===== src/rtl/hamming_pipe_decoder.sv =====
// hamming_pipe_decoder: two-stage pipelined Hamming SEC decoder with
// valid/ready streaming and saturating error counters for PUF health checks.
// Optional macro HAMMING_SECDED_EN adds an overall parity bit (in_code[N])
// for single-error-correct / double-error-detect operation.
module hamming_pipe_decoder #(
  parameter int R     = 4,
  parameter int CNT_W = 16,
  localparam int N    = (1 << R) - 1,
  localparam int K    = N - R,
`ifdef HAMMING_SECDED_EN
  localparam int CW   = N + 1
`else
  localparam int CW   = N
`endif
) (
  input  logic             clk,
  input  logic             rst_n,
  input  logic             in_valid,
  output logic             in_ready,
  input  logic [CW-1:0]    in_code,
  output logic             out_valid,
  input  logic             out_ready,
  output logic [K-1:0]     out_data,
  output logic [R-1:0]     out_syndrome,
  output logic             out_corrected,
  output logic             out_uncorr,
  input  logic             clr_cnt,
  output logic [CNT_W-1:0] corr_cnt,
  output logic [CNT_W-1:0] uncorr_cnt
);

  // Syndrome: XOR of the 1-based positions of every set bit.
  function automatic logic [R-1:0] calc_syn(input logic [N-1:0] c);
    logic [R-1:0] s;
    s = '0;
    for (int i = 0; i < N; i++) begin
      if (c[i]) s = s ^ R'(i + 1);
    end
    return s;
  endfunction

  // Flip the bit addressed by the syndrome when correction is enabled.
  function automatic logic [N-1:0] fix_code(input logic [N-1:0] c,
                                            input logic [R-1:0] s,
                                            input logic en);
    logic [N-1:0] f;
    f = c;
    for (int i = 0; i < N; i++) begin
      if (en && (s == R'(i + 1))) f[i] = ~c[i];
    end
    return f;
  endfunction

  // Gather non-parity positions in ascending order; the first one lands
  // in bit 0 after exactly K shifts.
  function automatic logic [K-1:0] extract_data(input logic [N-1:0] c);
    logic [K-1:0] d;
    d = '0;
    for (int i = 0; i < N; i++) begin
      if (((i + 1) & i) != 0) d = {c[i], d[K-1:1]};
    end
    return d;
  endfunction

  // Saturating increment: holds at all-ones.
  function automatic logic [CNT_W-1:0] sat_inc(input logic [CNT_W-1:0] c,
                                               input logic inc);
    if (inc && (c != {CNT_W{1'b1}})) return c + CNT_W'(1);
    return c;
  endfunction

  logic           out_load;
  logic           s1_load;
  logic           vld_p1;
  logic [N-1:0]   code_p1;
  logic [R-1:0]   syn_p1;
  logic           fix_en;
  logic           corr_p1;
  logic [K-1:0]   data_p1;
  logic           out_xfer;
`ifdef HAMMING_SECDED_EN
  logic           par_p1;
  logic           unc_p1;
  logic           uncorr_q;
  logic [CNT_W-1:0] uncorr_cnt_q;
`endif

  assign out_load = !out_valid || out_ready;
  assign s1_load  = !vld_p1 || out_load;
  assign in_ready = s1_load;
  assign out_xfer = out_valid && out_ready;

  // ---- stage 1: register accepted codeword and its syndrome ----
  // Stage-1 register: capture codeword, syndrome (and overall parity) on accept.
  always_ff @(posedge clk or negedge rst_n) begin
    if (!rst_n) begin
      vld_p1  <= 1'b0;
      code_p1 <= '0;
      syn_p1  <= '0;
`ifdef HAMMING_SECDED_EN
      par_p1  <= 1'b0;
`endif
    end else if (s1_load) begin
      vld_p1 <= in_valid;
      if (in_valid) begin
        code_p1 <= in_code[N-1:0];
        syn_p1  <= calc_syn(in_code[N-1:0]);
`ifdef HAMMING_SECDED_EN
        par_p1  <= ^in_code;
`endif
      end
    end
  end

  // ---- stage 2: correct, extract, classify ----
  // Correction decision and data extraction from the stage-1 word.
  always_comb begin
    fix_en  = 1'b0;
    corr_p1 = 1'b0;
`ifdef HAMMING_SECDED_EN
    unc_p1  = 1'b0;
    fix_en  = par_p1 && (syn_p1 != '0);
    corr_p1 = par_p1;
    unc_p1  = !par_p1 && (syn_p1 != '0);
`else
    fix_en  = (syn_p1 != '0);
    corr_p1 = fix_en;
`endif
    data_p1 = extract_data(fix_code(code_p1, syn_p1, fix_en));
  end

  // Output register: load when empty or draining; hold under backpressure.
  always_ff @(posedge clk or negedge rst_n) begin
    if (!rst_n) begin
      out_valid     <= 1'b0;
      out_data      <= '0;
      out_syndrome  <= '0;
      out_corrected <= 1'b0;
`ifdef HAMMING_SECDED_EN
      uncorr_q      <= 1'b0;
`endif
    end else if (out_load) begin
      out_valid <= vld_p1;
      if (vld_p1) begin
        out_data      <= data_p1;
        out_syndrome  <= syn_p1;
        out_corrected <= corr_p1;
`ifdef HAMMING_SECDED_EN
        uncorr_q      <= unc_p1;
`endif
      end
    end
  end

  // Corrected-word counter: one update per output transfer, clear wins.
  always_ff @(posedge clk or negedge rst_n) begin
    if (!rst_n) begin
      corr_cnt <= '0;
    end else if (clr_cnt) begin
      corr_cnt <= '0;
    end else if (out_xfer) begin
      corr_cnt <= sat_inc(corr_cnt, out_corrected);
    end
  end

`ifdef HAMMING_SECDED_EN
  // Uncorrectable-word counter: one update per output transfer, clear wins.
  always_ff @(posedge clk or negedge rst_n) begin
    if (!rst_n) begin
      uncorr_cnt_q <= '0;
    end else if (clr_cnt) begin
      uncorr_cnt_q <= '0;
    end else if (out_xfer) begin
      uncorr_cnt_q <= sat_inc(uncorr_cnt_q, uncorr_q);
    end
  end

  assign out_uncorr = uncorr_q;
  assign uncorr_cnt = uncorr_cnt_q;
`else
  assign out_uncorr = 1'b0;
  assign uncorr_cnt = '0;
`endif

endmodule

===== config.mk =====
export PLATFORM = sky130hd
export DESIGN_NAME = hamming_pipe_decoder
export DESIGN_NICKNAME = d
export VERILOG_FILES = /design/src/rtl/hamming_pipe_decoder.sv
export SDC_FILE = /design/constraint.sdc
export NUM_CORES = 1
export LEC_CHECK = 0
export ABC_AREA = 1
export CORE_UTILIZATION = 40
export CTS_CLUSTER_SIZE = 28
export DETAILED_ROUTE_END_ITERATION = 8
export GPL_TIMING_DRIVEN = 0
export PLACE_DENSITY = 0.66
export SLEW_MARGIN = 40
export SYNTH_ARGS = -nofsm -noshare
export SYNTH_HDL_FRONTEND = slang
export SYNTH_SLANG_ARGS = --single-unit
export TNS_END_PERCENT = 30

===== constraint.sdc =====
create_clock -name clk -period 2.2 [get_ports clk]
set_input_delay 0.44 -clock clk [delete_from_list [all_inputs] [get_ports clk]]
set_output_delay 0.44 -clock clk [all_outputs]
set_load 0.03 [all_outputs]

-- Word level (Yosys, flattened, before mapping)
Cells that the tools add are included.
W data, S select, Z words.
- register bits after elaboration: 53
- input port bits: 20
- output and inout port bits: 51
- word-level logic and storage cells: 130
- add/subtract/negate cells: 1
- equal/unequal tests: 12
- muxes and demuxes: 61
- bitwise gates (word level): 25
- reduce and logical (&&, ||, !) cells: 23
- operators with widths (operator ; count):
    $mux W4 ; 36
    $mux W16 ; 4
    $eq A4 B4 Y1 const B ; 7
    $add A16 B1 Y16 const B ; 1
    $ne A16 B16 Y1 const B ; 1
    $mux W1 ; 15
    $not A1 Y1 ; 14
    $logic_and A1 B1 Y1 ; 13
    $eq A4 B3 Y1 const B ; 3
    $mux W3 ; 4
    $not A2 Y2 ; 6
    $not A3 Y3 ; 4
    $reduce_and A2 Y1 ; 3
    $eq A4 B2 Y1 const B ; 1
    $mux W2 ; 2
    $not A4 Y4 ; 1
    $reduce_bool A2 Y1 ; 2
    $reduce_bool A4 Y1 ; 1
    $logic_not A1 Y1 ; 2
    $logic_or A1 B1 Y1 ; 2

-- Logic depth before layout (Yosys ltp)
Gate-level depths: netlist (run 1).
- depth in word-level cells: 58
- depth in mapped cells: 11
- mapped depth without buffers: 10

-- Worst setup path before layout (run 1)
OpenSTA, ideal clock, no wires.
- path type: register to register
- from: reg out_valid
- to: reg code_p1[11]
- library setup time: 0.133 ns
- arrival time: 1.582 ns
- data required time: 2.067 ns
- slack: 0.486 ns
- stages on the path, launching flop included: 5
- path buffers: 1
- period minus slack after synthesis: 1.714 ns
- cell sequence: dfrtp_1 > nand3_1 > nand2_1 > clkbuf_1 > o21ai_0
- longest elaborated chain between the ends: 4
- ends and longest elaborated chain (item ; RTL line ; RTL):
    from (decl) ; 21 ; output logic out_valid,
    from (signal assigned) ; 143 ; out_valid <= vld_p1;
    $logic_not A1 Y1 ; 88 ; assign out_load = !out_valid || out_ready;
    $logic_or A1 B1 Y1 ; 88 ;
    $logic_or A1 B1 Y1 ; 89 ; assign s1_load = !vld_p1 || out_load;
    via in_ready ; 19 ; output logic in_ready,
    $reduce_and A2 Y1 (no source line) ; - ;
    to (signal assigned) ; 106 ; code_p1 <= in_code[N-1:0];
    to (decl) ; 75 ; logic [N-1:0] code_p1;
The timed path passes the listed nets, and every way through them passes these cells.
A chain may end at the register's enable or synchronous reset.

-- Worst setup path after layout (run 1)
- from: reg corr_cnt[4]
- to: out corr_cnt[4]
- RTL lines (item ; RTL line ; RTL):
    from (decl) ; 28 ; output logic [CNT_W-1:0] corr_cnt,
    from (signal assigned) ; 162 ; corr_cnt <= sat_inc(corr_cnt, out_corrected);
No word-level cell between the ends.

==> impl_metrics.ini, run 1 <==
[placed_design]
place_worst_setup_slack_ns = -0.01261
place_congestion = 0.8866
dpl.hpwl_mm = 5.409
port_buffers = 51

[die]
die_h_um = 88.63
pin_count = 71
num_rows = 31
core_area_um2 = 7253
die_area_um2 = 7854
chipWidth_um = 88.63
start_util = 0.4138

[hold_path]
holdPathEnd = code_p1[10]$_DFFE_PN0P_
worstHoldPathCells = 3
hold_class = input port to flip-flop
hold_start = in_code[10]

[critical_path]
cp.required_ns = 1.76
slowest_delay_ns = 0.72
r2r_end = corr_cnt[8]$_DFFE_PN0P_
path_buf_inv = 1
ff2ff_path_depth = 11
critPathArrivalTime_ns = 1.51
cp_slowest_cell = clkdlybuf4s50_1
r2r_setup_slack_ns = 0.41
worstSetupEndpointType = output pin
crit_family = buffers and inverters
path_max_fanout = 6
crit_chain = clkdlybuf4s50_1
crit_type = flip-flop to output pin
cp-start-kind = flip-flop
rr_startpoint = corr_cnt[0]$_DFFE_PN0P_

[detailed_routing]
vias_per_cell = 4.626
route.detailed.drc = 0
drtIter0Drc = 120
m1WireLength_mm = 2.927
wire_per_inst_um = 11.49
first_pass_iters = 4
dr_wl_met2_mm = 3.609
vias = 2762
routed_wl_mm = 6.861
drtAntennaViolNets = 0
routed-wl-met3_um = 222
top_layer_used = met4

[cts]
h-tree-depth = 2
root_buffer = clkbuf_8
clock_sinks = 49
clockBufferDepth = 2
clk_latency_ns = 0.31
cts_made_buffers = 5
cts_setup_buffers = 0
clk_pin_slew_worst_paths_ns = 0.10
cts_tree = yes

[pwr]
p_leak_uw = 0.001885
peakVddDrop_mv = 0.2816
totalPowerFinal_uw = 2747
p_per_area_nw_per_um2 = 720.5

[finish]
syn2layout_area_growth_pct = 27.01
final_nets = 518
multiInputGateArea_um2 = 1495
regArea_um2 = 1226
layout_commonest_cell = nand2_1
diodes = 0
fillers = 728
final_cell_mix = nand2_1 (150), dfrtp_1 (49), clkdlybuf4s50_1 (49), nand3_1 (48), inv_1 (40)
drive_above_1_share = 0.07028

[logic_synthesis]
synth_seq_area_share = 0.4085
ys_ff_latch = 49
synth_area_um2 = 3002
synth_top_family_by_area = simple AND/OR/NAND/NOR gates
synthAdderAreaFrac = 0.004168
synthCells = 421
synth_simple_gate_area_frac = 0.3581
syn_area_per_cell_um2 = 7.130
synth.area.mux_share = 0
synth_edf_count = 0
ys_types = 25
async_flop_share = 1.000
yosys_most_used_dff = dfrtp_1
synth-compound-area-share = 0.04752
synth_xor_area_frac = 0.06711
yosysWarnings = 0

[timing]
drv_slew = 0
hold_violations = 0
max-slew-margin-rel = 0.6516
setup_tns_ns = 0
max_slew.worst_pin.slew_ns = 0.5226
worst_slack_ns = 0.2486
period_minus_slack_ns = 1.951
rsz0062_at_grt = false
setup_viol = 0
clock_skew_ns = 0.01257
post-route-period-util = 0.8870
fmax_mhz = 512.4

[global_routing]
grt_pass1_vias = 2582
grt.total_usage = 0.1933
grt_overflow_total = 0
grt_max_degree = 39
grt_first_pass_wirelength_mm = 11.66
grt_antenna_before_repair = 0

[run_status]
status = finished, final reports clean

[run]
drv_cap = 0
## cells by family after synthesis
logic type / Yosys count
buffers and inverters: 70
adder cells (fa/ha/maj): 1
AO/OA/AOI/OAI: 28
AND/OR/NAND/NOR: 249
other: 1
XOR/XNOR: 23
flip-flops: 49
## worst max-delay path by stage
stage                                        from                      end  cells after the start  slack, ns
final                     corr_cnt[4]$_DFFE_PN0P_              corr_cnt[4]                      1       0.25
after global routing      corr_cnt[4]$_DFFE_PN0P_              corr_cnt[4]                      1       0.19
after CTS                 corr_cnt[4]$_DFFE_PN0P_              corr_cnt[4]                      1       0.23
after detailed placement                out_ready                 in_ready                      4      -0.01
after global placement                      rst_n  code_p1[13]$_DFFE_PN0P_                      1      -0.73
after floorplan             out_valid$_DFFE_PN0P_  code_p1[11]$_DFFE_PN0P_                      4       0.49
## metrics by stage
| step | cells | hold WS, ns | util | instance area (um^2) |
|---|---|---|---|---|
| after floorplan | 437 | 0.1444 | - | 3062 |
| after global placement | 587 | 0.4752 | 0.5096 | 3696 |
| after detailed placement | 588 | 0.3010 | 0.5120 | 3714 |
| after CTS | 597 | 0.4843 | 0.5256 | 3812 |
| after global routing | 597 | 0.5305 | 0.5256 | 3812 |
| final | 597 | 0.4816 | 0.5256 | 3812 |
## registers in the layout, summed over array words and instances, names as in the netlist
name,count
vld_p1,1
code_p1,11
corr_cnt,16
out_corrected,1
out_valid,1
syn_p1,4
out_syndrome,4
out_data,11
## Yosys cell counts, types with 5 or more instances
cell type	number	area, um^2
nand2_1	150	563.0
xor2_1	18	157.7
nand4_1	6	37.54
clkbuf_1	8	30.03
xnor2_1	5	43.79
dfrtp_1	49	1226
o21ai_0	25	125.1
nor2_1	27	101.4
inv_1	40	150.1
buf_4	18	135.1
nand3b_1	10	75.07
nand3_1	48	240.2
## layer usage
metal | vias to the layer above | track usage
li1 | 1446 | -
met1 | 1250 | 0.2197
met2 | 56 | 0.3580
met3 | 10 | 0.03078
met4 | 0 | 0.08065
met5 | - | 0
## where the power goes
part | leakage [uW] | switching [uW] | total (uW) | internal (uW)
Sequential | 0.000628 | 133 | 1190 | 1060
Clock | 0.0000445 | 325 | 551 | 226
Combinational | 0.00121 | 614 | 1000 | 389
Total | 0.00188 | 1070 | 2750 | 1680
## what timing repair did
item / CTS / global route
resized for setup: 1 / 0
endpoints found under the setup margin: 1 / 0
hold buffers: 1 / 0
hold endpoints to repair: 11 / 0
## layout make-up
cell class / instances / share of cell area
flip-flops and latches: 49 / 0.3216
inverters: 41 / 0.04102
plain buffers: 29 / 0.04824
multi-input cells: 318 / 0.3922
clock buffers: 5 / 0.01805
well taps: 99 / 0.03249
repair buffers: 53 / 0.1408
clock inverters: 3 / 0.005579
Power figures use the tool's default switching activity.
==> inputs of run 2 (changes only) <==
SLEW_MARGIN = 20   (was 40)
==> run 2 against run 1 <==
  * Maximum frequency about the same
  * Global-route usage down 0.14 points
  * Clock-buffer cell count did not move
  * Total power increased by 0.19%
  * Non-clock buffer count shrank 1
  * Design area shrank 0.33%
  * Routed wire length is 0.74% higher
  * Hold slack worse by 0.42 ns
  * Via count grew 1.2%
  * Die area did not move
  * Critical path depth unchanged
  * Largest power group unchanged
==> impl_metrics.ini, run 2 (synthesized netlist as in run 1, its figures left out) <==
[finish]
top_regs = corr_cnt (16), code_p1 (11), out_data (11)
fillers = 749
syn2layout_area_growth_pct = 26.59
final_cell_mix = nand2_1 (150), dfrtp_1 (49), clkdlybuf4s50_1 (49), nand3_1 (48), inv_1 (40)
final_cells = 596
regMostFlops = corr_cnt
utilization = 0.5239
drive_above_1_share = 0.07042
final_nets = 517
multiInputGateArea_um2 = 1495
diodes = 0
regArea_um2 = 1226
largest_reg_flops = 16
layout_commonest_cell = nand2_1

[hold_path]
hold_class = input port to asynchronous set/reset pin

[critical_path]
crit_type = flip-flop to output pin
rr_startpoint = corr_cnt[0]$_DFFE_PN0P_
cp-startpoint = corr_cnt[3]$_DFFE_PN0P_
critPathArrivalTime_ns = 1.51
slowest_delay_ns = 0.72
crit_chain = clkdlybuf4s50_1
crit_family = buffers and inverters
path_max_fanout = 6
cp-start-kind = flip-flop
worstSetupEndpointType = output pin
cp_slowest_cell = clkdlybuf4s50_1
cp.required_ns = 1.76
path_buf_inv = 1

[timing]
period_minus_slack_ns = 1.951
drv_slew = 0
fmax_mhz = 512.6
max-slew-margin-rel = 0.6342
hold_violations = 0
clock_skew_ns = 0.008247
max_slew.worst_pin.slew_ns = 0.5486
rsz0062_at_grt = false
post-route-period-util = 0.8868
setup_viol = 0

[detailed_routing]
drtAntennaViolNets = 0
route.detailed.drc = 0
vias_per_cell = 4.688
vias = 2794
first_pass_iters = 5
routed_wl_mm = 6.912
wire_per_inst_um = 11.60
drtIter0Drc = 119

[cts]
clockBufferDepth = 2
cts_tree = yes
cts_made_buffers = 5
h-tree-depth = 2
ctsHoldBuffers = 0
cts.repair.resized = 1
clock_sinks = 49
clk_latency_ns = 0.31
clk_pin_slew_worst_paths_ns = 0.09
cts_setup_buffers = 0
root_buffer = clkbuf_8

[die]
pin_count = 71
chipWidth_um = 88.63
start_util = 0.4138
num_rows = 31
core_area_um2 = 7253
die_area_um2 = 7854
die_h_um = 88.63

[placed_design]
port_buffers = 51
dpl.hpwl_mm = 5.416
dp_cells = 588
place_congestion = 0.8866

[global_routing]
grt_pass1_vias = 2650
grt_overflow_total = 0
grt.total_usage = 0.1919
grt_first_pass_wirelength_mm = 11.67
grt_antenna_before_repair = 0
grt_max_degree = 34

[pwr]
totalPowerFinal_uw = 2752
peakVddDrop_mv = 0.2832
p_per_area_nw_per_um2 = 724.2
p_leak_uw = 0.001880

[run_status]
status = finished, final reports clean

[run]
drv_cap = 0
-- run 2: per-stage QoR --
stage / hold WS [ns] / setup WS, ns / TNS, ns / area, um^2
after floorplan: 0.1444 / 0.4856 / 0 / 3062
after global placement: 0.4752 / -0.7341 / -35.86 / 3696
after detailed placement: 0.4024 / -0.01089 / -0.01089 / 3711
after CTS: 0.07232 / 0.2433 / 0 / 3800
after global routing: 0.08460 / 0.1812 / 0 / 3800
final: 0.06322 / 0.2491 / 0 / 3800
-- run 2: report_power, final --
part           internal (uW)  total [uW]  switching (uW)
clock network            226         556             329
logic                    387        1000             617
registers               1060        1190             132
total                   1670        2750            1080
-- run 2: final cells by class --
class / instances / area share
Multi-Input combinational cell: 318 / 0.3935
Sequential cell: 49 / 0.3227
Timing Repair Buffer: 52 / 0.1380
Buffer: 29 / 0.04840
Inverter: 41 / 0.04116
Tap cell: 99 / 0.03260
Clock buffer: 5 / 0.01811
Clock inverter: 3 / 0.005598
-- run 2: worst paths after layout --
path                                             endpoint  slack (ns)  cells after the start
worst max-delay path                          corr_cnt[3]        0.25                      1
worst min-delay path              corr_cnt[3]$_DFFE_PN0P_        0.06                      1
max in group asynchronous       out_corrected$_DFFE_PN0P_        1.62                      2
worst max register to register   corr_cnt[12]$_DFFE_PN0P_        0.44                     11
min in group clk                  code_p1[10]$_DFFE_PN0P_        0.48                      3
worst min register to register    out_data[1]$_DFFE_PN0P_        0.50                      2
-- run 2: per-layer routing --
| layer | global-route usage | part of all wire |
|---|---|---|
| met1 | 0.2208 | 0.43 |
| met2 | 0.3538 | 0.51 |
| met3 | 0.02705 | 0.037 |
| met4 | 0.08211 | 0.025 |
| met5 | 0 | 0 |
